## src/rtl/hdlc_pkg.sv

```systemverilog
// Shared definitions for the HDLC receive deframer.
// Holds the frame-tracking state type and the default stuffing run length
// and payload word width used by the deframer, its interface and its packer.
package hdlc_pkg;

    localparam int unsigned HDLC_STUFF_LEN = 5;
    localparam int unsigned HDLC_WIDTH     = 8;

    typedef enum logic [1:0] {
        StHunt    = 2'd0,
        StFlagged = 2'd1,
        StFrame   = 2'd2
    } frame_state_e;

endpackage

```

## src/rtl/hdlc_rx_deframer_if.sv

```systemverilog
// Bit-stream input and event/word output bundle of the HDLC receive deframer.
// master: the line sampler side (drives in/in_valid, observes results).
// slave:  the deframer (consumes in/in_valid, drives every result signal).
// Signals:
//   in, in_valid            serial line bit and its qualifier
//   disc, flag, err         stuffed-zero / flag / abort-run pulses
//   data_out, data_valid    packed payload word (first bit in bit 0) and strobe
//   frame_start, frame_end  frame boundary pulses; frame_resid = dropped tail bits
//   frame_abort             error run inside an open frame
// Optional (HDLC_RX_STATS_EN): frames_ok, frames_aborted saturating counters.
interface hdlc_rx_deframer_if import hdlc_pkg::*; #(
    parameter int unsigned WIDTH = HDLC_WIDTH
) ();

    logic                     in;
    logic                     in_valid;
    logic                     disc;
    logic                     flag;
    logic                     err;
    logic [WIDTH-1:0]         data_out;
    logic                     data_valid;
    logic                     frame_start;
    logic                     frame_end;
    logic [$clog2(WIDTH)-1:0] frame_resid;
    logic                     frame_abort;
`ifdef HDLC_RX_STATS_EN
    logic [15:0]              frames_ok;
    logic [15:0]              frames_aborted;
`endif

    modport master (
        output in, in_valid,
        input  disc, flag, err, data_out, data_valid,
        input  frame_start, frame_end, frame_resid, frame_abort
`ifdef HDLC_RX_STATS_EN
        , input frames_ok, frames_aborted
`endif
    );

    modport slave (
        input  in, in_valid,
        output disc, flag, err, data_out, data_valid,
        output frame_start, frame_end, frame_resid, frame_abort
`ifdef HDLC_RX_STATS_EN
        , output frames_ok, frames_aborted
`endif
    );

endinterface

```

## src/rtl/hdlc_word_packer.sv

```systemverilog
// Packs committed payload bits LSB-first into WIDTH-bit words.
// Ports:
//   clk, reset     rising-edge clock, asynchronous active-high reset
//   bit_i          bit being committed
//   commit_i       bit_i is the next payload bit
//   clear_i        drop the partial word (frame closed or aborted)
//   data_o         last completed word, held until the next one completes
//   data_valid_o   one-cycle strobe: data_o was just updated
//   count_o        bits currently held in the partial word
module hdlc_word_packer import hdlc_pkg::*; #(
    parameter int unsigned WIDTH = HDLC_WIDTH
) (
    input  logic                     clk,
    input  logic                     reset,
    input  logic                     bit_i,
    input  logic                     commit_i,
    input  logic                     clear_i,
    output logic [WIDTH-1:0]         data_o,
    output logic                     data_valid_o,
    output logic [$clog2(WIDTH)-1:0] count_o
);

    localparam int unsigned CW = $clog2(WIDTH);
    localparam logic [CW-1:0] LastPos = CW'(WIDTH - 1);

    logic [WIDTH-1:0] word_q, word_d;
    logic [CW-1:0]    count_q;
    logic [WIDTH-1:0] data_q;
    logic             dv_q;

    always_comb begin
        word_d          = word_q;
        word_d[count_q] = bit_i;
    end

    // Stale bits from an earlier partial word are always overwritten before
    // the word completes, so clear only needs to reset the count.
    always_ff @(posedge clk or posedge reset) begin
        if (reset) begin
            word_q  <= '0;
            count_q <= '0;
            data_q  <= '0;
            dv_q    <= 1'b0;
        end else begin
            dv_q <= 1'b0;
            if (clear_i) begin
                count_q <= '0;
            end else if (commit_i) begin
                word_q <= word_d;
                if (count_q == LastPos) begin
                    data_q  <= word_d;
                    dv_q    <= 1'b1;
                    count_q <= '0;
                end else begin
                    count_q <= count_q + CW'(1);
                end
            end
        end
    end

    assign data_o       = data_q;
    assign data_valid_o = dv_q;
    assign count_o      = count_q;

endmodule

```

## src/rtl/hdlc_rx_deframer.sv

```systemverilog
// HDLC-style receive deframer with configurable stuffing run length.
// Classifies each accepted line bit (stuffed zero, flag, abort run, payload),
// delays payload bits by STUFF_LEN+2 so flag prefixes never reach the packer,
// tracks frame boundaries and packs payload LSB-first into WIDTH-bit words.
// Ports:
//   clk    rising-edge clock
//   reset  asynchronous active-high reset
//   bus    hdlc_rx_deframer_if slave modport (line input, event/word outputs)
// Build option HDLC_RX_STATS_EN adds frames_ok / frames_aborted counters.
module hdlc_rx_deframer import hdlc_pkg::*; #(
    parameter int unsigned STUFF_LEN = HDLC_STUFF_LEN,
    parameter int unsigned WIDTH     = HDLC_WIDTH
) (
    input logic               clk,
    input logic               reset,
    hdlc_rx_deframer_if.slave bus
);

    localparam int unsigned D  = STUFF_LEN + 2;
    localparam int unsigned OW = $clog2(STUFF_LEN + 3);
    localparam int unsigned FW = $clog2(D + 1);
    localparam int unsigned RW = $clog2(WIDTH);

    localparam logic [OW-1:0] OnesStuff = OW'(STUFF_LEN);
    localparam logic [OW-1:0] OnesFlag  = OW'(STUFF_LEN + 1);
    localparam logic [OW-1:0] OnesErr   = OW'(STUFF_LEN + 2);
    localparam logic [FW-1:0] FillFull  = FW'(D);

    logic [OW-1:0] ones_q;
    logic [D-1:0]  dl_q;      // newest bit at [0], oldest at [D-1] once full
    logic [FW-1:0] fill_q;
    frame_state_e  state_q;

    logic          disc_q, flag_q, err_q;
    logic          frame_start_q, frame_end_q, frame_abort_q;
    logic [RW-1:0] frame_resid_q;

    logic          ev_err, ev_push, ev_disc, ev_flag;
    logic          pk_commit, pk_clear;
    logic [RW-1:0] pk_count;

    always_comb begin
        ev_err  = 1'b0;
        ev_push = 1'b0;
        ev_disc = 1'b0;
        ev_flag = 1'b0;
        if (bus.in_valid) begin
            if (bus.in) begin
                if (ones_q >= OnesFlag) ev_err = 1'b1;
                else                    ev_push = 1'b1;
            end else begin
                if (ones_q == OnesStuff)     ev_disc = 1'b1;
                else if (ones_q == OnesFlag) ev_flag = 1'b1;
                else if (ones_q < OnesStuff) ev_push = 1'b1;
                // ones_q == OnesErr: the terminating zero is silently dropped
            end
        end
    end

    // Bits leaving the delay line are payload only once a frame is open.
    assign pk_commit = ev_push && (fill_q == FillFull) && (state_q != StHunt);
    assign pk_clear  = ev_flag || ev_err;

    hdlc_word_packer #(
        .WIDTH (WIDTH)
    ) u_packer (
        .clk          (clk),
        .reset        (reset),
        .bit_i        (dl_q[D-1]),
        .commit_i     (pk_commit),
        .clear_i      (pk_clear),
        .data_o       (bus.data_out),
        .data_valid_o (bus.data_valid),
        .count_o      (pk_count)
    );

    always_ff @(posedge clk or posedge reset) begin
        if (reset) begin
            ones_q        <= '0;
            dl_q          <= '0;
            fill_q        <= '0;
            state_q       <= StHunt;
            disc_q        <= 1'b0;
            flag_q        <= 1'b0;
            err_q         <= 1'b0;
            frame_start_q <= 1'b0;
            frame_end_q   <= 1'b0;
            frame_abort_q <= 1'b0;
            frame_resid_q <= '0;
        end else begin
            disc_q        <= ev_disc;
            flag_q        <= ev_flag;
            err_q         <= ev_err;
            frame_start_q <= 1'b0;
            frame_end_q   <= 1'b0;
            frame_abort_q <= 1'b0;
            frame_resid_q <= '0;

            if (bus.in_valid) begin
                if (!bus.in)                ones_q <= '0;
                else if (ones_q != OnesErr) ones_q <= ones_q + OW'(1);
            end

            if (ev_push) begin
                dl_q <= {dl_q[D-2:0], bus.in};
                if (fill_q != FillFull) fill_q <= fill_q + FW'(1);
            end else if (ev_flag || ev_err) begin
                fill_q <= '0;
            end

            case (state_q)
                StHunt: begin
                    if (ev_flag) state_q <= StFlagged;
                end
                StFlagged: begin
                    if (ev_err) begin
                        frame_abort_q <= 1'b1;
                        state_q       <= StHunt;
                    end else if (pk_commit) begin
                        frame_start_q <= 1'b1;
                        state_q       <= StFrame;
                    end
                end
                StFrame: begin
                    if (ev_flag) begin
                        frame_end_q   <= 1'b1;
                        frame_resid_q <= pk_count;
                        state_q       <= StFlagged;
                    end else if (ev_err) begin
                        frame_abort_q <= 1'b1;
                        state_q       <= StHunt;
                    end
                end
                default: state_q <= StHunt;
            endcase
        end
    end

    assign bus.disc        = disc_q;
    assign bus.flag        = flag_q;
    assign bus.err         = err_q;
    assign bus.frame_start = frame_start_q;
    assign bus.frame_end   = frame_end_q;
    assign bus.frame_resid = frame_resid_q;
    assign bus.frame_abort = frame_abort_q;

`ifdef HDLC_RX_STATS_EN
    logic [15:0] frames_ok_q, frames_aborted_q;

    always_ff @(posedge clk or posedge reset) begin
        if (reset) begin
            frames_ok_q      <= '0;
            frames_aborted_q <= '0;
        end else begin
            if (state_q == StFrame && ev_flag && pk_count == '0 &&
                frames_ok_q != 16'hFFFF) begin
                frames_ok_q <= frames_ok_q + 16'd1;
            end
            if (state_q != StHunt && ev_err && frames_aborted_q != 16'hFFFF) begin
                frames_aborted_q <= frames_aborted_q + 16'd1;
            end
        end
    end

    assign bus.frames_ok      = frames_ok_q;
    assign bus.frames_aborted = frames_aborted_q;
`endif

endmodule

```

## src/flat_wrapper.sv

```systemverilog
// flat-port wrapper written by rule: the top's interface ports become plain ports
module hdlc_rx_deframer_flat import hdlc_pkg::*;
#(
    parameter int unsigned STUFF_LEN = HDLC_STUFF_LEN,
    parameter int unsigned WIDTH     = HDLC_WIDTH
)
  (clk, reset, bus_in, bus_in_valid, bus_disc, bus_flag, bus_err, bus_data_out, bus_data_valid, bus_frame_start, bus_frame_end, bus_frame_resid, bus_frame_abort);
  hdlc_rx_deframer_if #(.WIDTH(WIDTH)) bus_i ();
  input logic clk;
  input logic reset;
  input wire logic [$bits(bus_i.in)-1:0] bus_in;
  input wire logic [$bits(bus_i.in_valid)-1:0] bus_in_valid;
  output wire logic [$bits(bus_i.disc)-1:0] bus_disc;
  output wire logic [$bits(bus_i.flag)-1:0] bus_flag;
  output wire logic [$bits(bus_i.err)-1:0] bus_err;
  output wire logic [$bits(bus_i.data_out)-1:0] bus_data_out;
  output wire logic [$bits(bus_i.data_valid)-1:0] bus_data_valid;
  output wire logic [$bits(bus_i.frame_start)-1:0] bus_frame_start;
  output wire logic [$bits(bus_i.frame_end)-1:0] bus_frame_end;
  output wire logic [$bits(bus_i.frame_resid)-1:0] bus_frame_resid;
  output wire logic [$bits(bus_i.frame_abort)-1:0] bus_frame_abort;
  assign bus_i.in = bus_in;
  assign bus_i.in_valid = bus_in_valid;
  assign bus_disc = bus_i.disc;
  assign bus_flag = bus_i.flag;
  assign bus_err = bus_i.err;
  assign bus_data_out = bus_i.data_out;
  assign bus_data_valid = bus_i.data_valid;
  assign bus_frame_start = bus_i.frame_start;
  assign bus_frame_end = bus_i.frame_end;
  assign bus_frame_resid = bus_i.frame_resid;
  assign bus_frame_abort = bus_i.frame_abort;
  hdlc_rx_deframer #(.STUFF_LEN(STUFF_LEN), .WIDTH(WIDTH)) u_core (.clk(clk), .reset(reset), .bus(bus_i));
endmodule
```

## config.mk

```make
export PLATFORM = sky130hd
export DESIGN_NAME = hdlc_rx_deframer_flat
export DESIGN_NICKNAME = d
export VERILOG_FILES = /design/src/rtl/hdlc_pkg.sv /design/src/rtl/hdlc_rx_deframer_if.sv /design/src/rtl/hdlc_word_packer.sv /design/src/rtl/hdlc_rx_deframer.sv /design/src/flat_wrapper.sv
export SDC_FILE = /design/constraint.sdc
export NUM_CORES = 1
export LEC_CHECK = 0
export CAP_MARGIN = 20
export CORE_AREA = 3 3 68 70
export DETAILED_ROUTE_END_ITERATION = 10
export DIE_AREA = 0 0 71 73
export PLACE_DENSITY_LB_ADDON = 0.05
export SLEW_MARGIN = 20
export SYNTH_ARGS = -nofsm -noshare
export SYNTH_HDL_FRONTEND = slang
export SYNTH_HIERARCHICAL = 1
export SYNTH_SLANG_ARGS = --single-unit
```

## constraint.sdc

```tcl
create_clock -name clk -period 5.3 [get_ports clk]
set_input_delay 1.06 -clock clk [delete_from_list [all_inputs] [get_ports clk]]
set_output_delay 1.06 -clock clk [all_outputs]
set_load 0.05 [all_outputs]
```

Word level (Yosys, flattened, before mapping)
Cells that the tools add are included.
{"block": "totals", "input_bits": 4, "reg_bits": 44, "output_inout_bits": 18}
{"block": "op_classes", "order_cmp": 4, "n_addsub": 3, "reduce_logical": 13, "eq_ne": 13, "muxes": 46, "bitwise_logic": 1}
{"operator": "3-bit 2-to-1 mux", "n": 10}
{"operator": "1-bit 2-to-1 mux", "n": 27}
{"operator": "3-bit equality test, second input constant", "n": 4}
{"operator": "2-bit 2-to-1 mux", "n": 5}
{"operator": "3-bit by 1-bit adder with 3-bit output, second input constant", "n": 3}
{"operator": "8-bit bitwise mux", "n": 1}
{"operator": "3-bit by 1-bit != test with 1-bit output, second input constant", "n": 2}
{"operator": "3-bit != test, second input constant", "n": 2}
{"operator": "2-bit case mux with 3 select lines", "n": 1}
{"operator": "2-bit AND reduction", "n": 3}
{"operator": "3-bit AND reduction", "n": 2}
{"operator": "2-bit nonzero test", "n": 3}
{"operator": "3-bit by 4-bit less-than comparator with 1-bit output, second input constant", "n": 1}
{"operator": "2-bit by 1-bit != test with 1-bit output, second input constant", "n": 2}
{"operator": "1-bit demux with 3-bit select", "n": 1}
{"operator": "3-bit by 1-bit greater-or-equal comparator with 1-bit output, second input constant", "n": 1}
{"operator": "3-bit greater-or-equal comparator, second input constant", "n": 1}
{"operator": "1-bit logical AND", "n": 3}
{"operator": "3-bit less-than comparator, second input constant", "n": 1}
{"operator": "2-bit by 1-bit equality test with 1-bit output, second input constant", "n": 1}
{"operator": "2-bit equality test, second input constant", "n": 1}
{"operator": "2-bit logical NOT", "n": 1}
{"operator": "2-bit != test, second input constant", "n": 1}
{"operator": "1-bit case mux with 2 select lines", "n": 1}
{"operator": "2 further kinds", "n": 2}

Logic depth before layout (Yosys ltp)
{"block": "logic_depth", "depth_word": 11, "ltp_mapped": 11, "ltp_nobuf": 8}

Hierarchy
Netlist, hierarchy kept.
{"module": "hdlc_rx_deframer", "area_each_um2": 1172.4, "cells_each": 94, "n_inst": 1}
{"module": "hdlc_word_packer", "area_each_um2": 1027.2, "cells_each": 94, "n_inst": 1}

Worst setup path before layout
No wires, ideal clock.
{"block": "synth_path", "path_type": "input-to-reg", "start": "in bus_in_valid", "end": "reg u_core.u_packer.word_q[4]", "t_required_ps": 5175, "cell_stages": 7, "arrival_time_ps": 2537, "path_buffers": 2, "path_slack_ps": 2639, "path_cell_list": "buf_4 -> and4b_1 -> clkbuf_2 -> nand2b_1 -> nand3b_1 -> nor3_1 -> mux2_2"}
{"block": "synth_between", "elab_chain_cells": 4, "word_cells_on_any_way": 8, "classes_between": "mux (3); bitwise (1); reduce/logical (4)"}
{"item": "from (decl)", "line": "flat_wrapper.sv:12", "source": "input wire logic [$bits(bus_i.in_valid)-1:0] bus_in_valid;"}
{"item": "1-bit 2-to-1 mux", "line": "hdlc_rx_deframer.sv:47", "source": "if (bus.in_valid) begin"}
{"item": "named net u_core.ev_flag", "line": "hdlc_rx_deframer.sv:38", "source": "logic ev_err, ev_push, ev_disc, ev_flag;"}
{"item": "1-bit logical OR", "line": "hdlc_rx_deframer.sv:62", "source": "assign pk_clear = ev_flag || ev_err;"}
{"item": "named net u_core.pk_clear", "line": "hdlc_rx_deframer.sv:39", "source": "logic pk_commit, pk_clear;"}
{"item": "1-bit inverter (no line)"}
{"item": "2-bit AND reduction (no line)"}
{"item": "to (signal assigned)", "line": "hdlc_word_packer.sv:49", "source": "word_q <= word_d;"}
{"item": "to (decl)", "line": "hdlc_word_packer.sv:26", "source": "logic [WIDTH-1:0] word_q, word_d;"}
The timed path passes the listed nets, and every way through them passes these cells.
A chain may end at the register's enable or synchronous reset.

Final worst setup path
{"block": "layout_path", "start": "in bus_in", "end": "reg u_core.u_packer.data_q[5], in the netlist u_core/u_packer/data_o[5]"}
{"block": "layout_between", "elab_chain_cells": 5, "word_cells_on_any_way": 11, "classes_between": "mux (6); bitwise (1); reduce/logical (4)"}
{"item": "from (decl)", "line": "flat_wrapper.sv:11", "source": "input wire logic [$bits(bus_i.in)-1:0] bus_in;"}
{"item": "1-bit 2-to-1 mux", "line": "hdlc_rx_deframer.sv:48", "source": "if (bus.in) begin"}
{"item": "1-bit 2-to-1 mux", "line": "hdlc_rx_deframer.sv:47"}
{"item": "1-bit logical OR *", "line": "hdlc_rx_deframer.sv:62"}
{"item": "named net u_core.pk_clear", "line": "hdlc_rx_deframer.sv:39"}
{"item": "1-bit inverter (no line) *"}
{"item": "3-bit AND reduction (no line) *"}
{"item": "to (signal assigned)", "line": "hdlc_word_packer.sv:51", "source": "data_q <= word_d;"}
{"item": "to (decl)", "line": "hdlc_word_packer.sv:28", "source": "logic [WIDTH-1:0] data_q;"}
Mark *: on every way through the listed nets, which the timed path passes. The rest lies on a longest branch.

==> run summary <==
The run finished with clean final reports. For this run, the total global-route usage over all layers was measured as 16.8%. Tracing the worst setup path back leads to its startpoint at bus_in.

The clock reaches the later pin of the worst-skew pair after 0.30 ns. The congestion estimate from routability-driven global placement came to 0.794. The peak fanout along the critical path is 17.

The tightest slew margin relative to the limit was 41.2%. Yosys printed 6 warnings. The initial antenna violation count is 0, and the number of fill cells is 341. After the first detailed-routing iteration, the DRC count stood at 63.

STA classifies the critical path endpoint as a register. The most used flip-flop cell after synthesis is dfrtp_1. The repair_antennas step left the layout with diodes totalling 0. Critical-path cell with the highest stage delay: clkdlybuf4s50_1.

The finished layout holds 258 standard cells, fillers aside. The tools report the final-report max-slew violation count as 0. Yosys attributes the largest share of cell area to dfrtp_1 50%, ha_1 6.8%, mux2_2 5.6%, mux2_4 2.7%, nand2_1 2.7%. The count of different cell masters after synthesis was 42.

The synthesized flop and latch total was 44; the share of cells above drive strength 1 was 15.9%. For the final count of negative-setup-slack endpoints, the log shows 0. Last element of the critical path: u_core/u_packer/data_o[5]$_DFFE_PP0P_. VDD sags by at most 0.000180 V.

Data arrives at the worst endpoint at 3.45 ns. The number of global-route vias before repair was 1443. The accumulated negative setup slack is 0 ns. Power spread over the standard cell area amounts to 353 mW/mm².

Walking the worst path, the cells encountered are clkdlybuf4s50_1 > nor2b_1 > and4b_1 > nand2b_1 > and3b_1 > o21ai_0 > o22a_1. The length of the first detailed-routing pass in iterations came out at 4. The logs give 50.1% for the post-synthesis sequential area ratio and 61.8% for the final core utilization. The post-synthesis area per instance was 11.7 µm². Buffers inserted to repair hold after CTS numbered 0. The post-route minimum period came out at 3.26 ns.

The vias after detailed routing is 1444, and the number of cells on the worst reg-to-reg path is 8. The count of pins on the block boundary is 22, and the worst reg-to-reg setup slack is 2.37 ns. Setup repair after global routing left no endpoint under its margin. The tree is rooted in a clkbuf_8. By count the netlist is led by 44 x dfrtp_1, 16 x nand2_1, 16 x nor2_1, 12 x ha_1, 12 x inv_1. Worst-margin pin slew: 0.881 ns. CTS saw 44 sinks.

The library cell with the largest summed area after synthesis was dfrtp_1. The number of levels in the clock H-tree was 2; the vertical extent of the die was 73 µm. The fraction of synthesis flops using an asynchronous set or reset pin is 100%. Counting flops with a built-in enable in the synthesized netlist gives 0.

The detailed-route wire length per cell was 15.1 µm; the cell area after synthesis was 0.00220 mm². Dividing the final minimum period by the clock period gives 61.4%. The post-synthesis to final-layout area growth works out to 13.3%. The internal cell power was 579 µW. The net count after synthesis is 204, and the effective utilization at floorplan is 54.6%. After detailed routing, the total wire length is 3890 µm. The largest single stage delay on the critical path is 0.67 ns. The overall power of the completed layout came out at 880 µW. TritonCTS built the clock tree.

Post-CTS timing repair inserted 0 buffers for setup. The tools report the clock share of power as 24.0%. Across the routed clock network, the largest skew measured is 0.0105 ns. By instance count, the leading cell after synthesis is dfrtp_1. Number of clock buffers inserted by TritonCTS: 5. The total global routing overflow was 0. Entering global routing, the biggest net connects 25 pins. For the worst setup path, the data required time is 5.50 ns. The worst register-to-register path ends at u_core/u_packer/data_o[5]$_DFFE_PP0P_. The final layout contains 223 nets.

The cell count after synthesis came out at 188. Switching share of total power: 34.3%. The worst register-to-register path begins at u_core/ones_q[1]$_DFFE_PP0P_. Clock-pin slew was measured on the worst setup and hold paths at 0.09 ns.

The die covers 0.00518 mm². STA classifies the critical path startpoint as an input port. The detailed-route DRC error count was 0; the number of port buffers was 21. For the number of gates given a new drive strength after cts, the log shows 0. The synthesized design devotes to its leading area cell type 50.1% of total area. The hold violation total from the final report is 0, and the total instance count after detailed placement is 250.

For the maximum count of clock buffers along a single path, the log shows 2. For the antenna violation net count after detailed routing, the log shows 0. The register share of total power is 52.0%.

In this run the static leakage power is 0.00115 µW. For this design the total switching power over the nets is 302 µW. The critical path is of the input port to register type. The total area inside the core boundary comes to 0.00403 mm². The wire length of the first global-routing pass was 6760 µm; the combinational share of power was 24.0%.

The tools report the fmax as 307 MHz. The tightest min-delay check is of the register to register type. The die is 71 µm wide. For the half-perimeter wire length after placement, the log shows 2780 µm. The number of vias per cell after detailed routing was 5.60. The floorplan has 23 rows.

The count of max-cap constraint violations is 0.
## cells in the final DEF (no fill, tap or decap), types with 2 or more instances in the layout
| cell | n |
|---|---|
| nand2b_1 | 3 |
| a31oi_1 | 4 |
| a21oi_1 | 3 |
| nand3_1 | 2 |
| nor2b_1 | 3 |
| clkdlybuf4s50_1 | 21 |
| dfrtp_1 | 44 |
| ha_1 | 12 |
| clkbuf_8 | 5 |
| o22a_1 | 3 |
| mux2i_1 | 3 |
| nor3b_4 | 2 |
| nand2_1 | 16 |
| mux2_4 | 4 |
| mux2_2 | 11 |
| nor2_1 | 16 |
| a21boi_0 | 3 |
| and3_1 | 4 |
| nand3_2 | 2 |
| clkinvlp_4 | 2 |
| nand3b_1 | 2 |
| inv_1 | 12 |
| o31ai_1 | 4 |
| o21ai_0 | 9 |
## power groups by stage
stage               clock [µW]  sequential, µW  combinational (µW)
CTS                        221             458                 214
detailed placement           0             465                 211
global route               232             470                 240
global placement             0             463                 203
finish                     211             458                 211
floorplan                    0             425                 207
## worst max-delay path: cells and delay by family
| family | cells | cell delay (ns) |
|---|---|---|
| buf+inv | 1 | 0.67 |
| simple gates | 4 | 1.35 |
| compound gates | 2 | 0.36 |
## area by class of cell
cell class / instances / area [µm²] / area share, %
clock inverters: 3 / 23.8 / 0.954
flip-flops and latches: 44 / 1100 / 44.2
repair buffers: 21 / 210 / 8.44
multi-input cells: 122 / 976 / 39.2
inverters: 13 / 48.8 / 1.96
clock buffers: 5 / 68.8 / 2.76
well taps: 50 / 62.6 / 2.51
## metal layers
layer | track usage (%) | part of all wire (%) | up-vias
met5 | 0 | 0 | -
li1 | - | - | 700
met1 | 20.4 | 44 | 720
met4 | 6.89 | 1.2 | 0
met2 | 29.2 | 51 | 19
met3 | 3.31 | 3.1 | 5
## per-stage QoR
step	setup slack, ns	hold WS, ns	instance area (µm²)
2_1_floorplan	2.64	0.462	2200
3_3_place_gp	1.79	0.484	2400
3_5_place_dp	1.74	0.490	2400
4_1_cts	2.07	0.510	2490
5_1_grt	1.84	0.517	2490
6_report	2.04	0.510	2490
## worst min-delay path by stage
stage | start | endpoint | slack (ns) | depth (start not counted)
2_1_floorplan | u_core/dl_q[0]$_DFFE_PP0N_ | u_core/dl_q[0]$_DFFE_PP0N_ | 0.46 | 1
4_1_cts | u_core/u_packer/word_q[4]$_DFFE_PP0P_ | u_core/u_packer/word_q[4]$_DFFE_PP0P_ | 0.51 | 1
6_report | u_core/u_packer/word_q[4]$_DFFE_PP0P_ | u_core/u_packer/word_q[4]$_DFFE_PP0P_ | 0.51 | 1
3_5_place_dp | u_core/u_packer/word_q[4]$_DFFE_PP0P_ | u_core/u_packer/word_q[4]$_DFFE_PP0P_ | 0.49 | 1
5_1_grt | u_core/u_packer/word_q[3]$_DFFE_PP0P_ | u_core/u_packer/word_q[3]$_DFFE_PP0P_ | 0.52 | 1
3_3_place_gp | u_core/dl_q[3]$_DFFE_PP0N_ | u_core/dl_q[4]$_DFFE_PP0N_ | 0.48 | 1
## kinds of logic after synthesis
group | share of synthesized area (%)
buf+inv | 5.57
mux | 9.73
fa+ha+maj | 6.83
compound gates | 12.7
flops | 50.1
simple gates | 15.1
## state kept, by name, indices dropped and copies added, names as in the netlist, 2 cells and up
register	count
u_core/bus.frame_resid	3
u_core/dl_q	7
u_core/fill_q	3
u_core/ones_q	3
u_core/state_q	2
u_core/u_packer/count_o	3
u_core/u_packer/data_o	8
u_core/u_packer/word_q	8
Power figures use the tool's default switching activity.
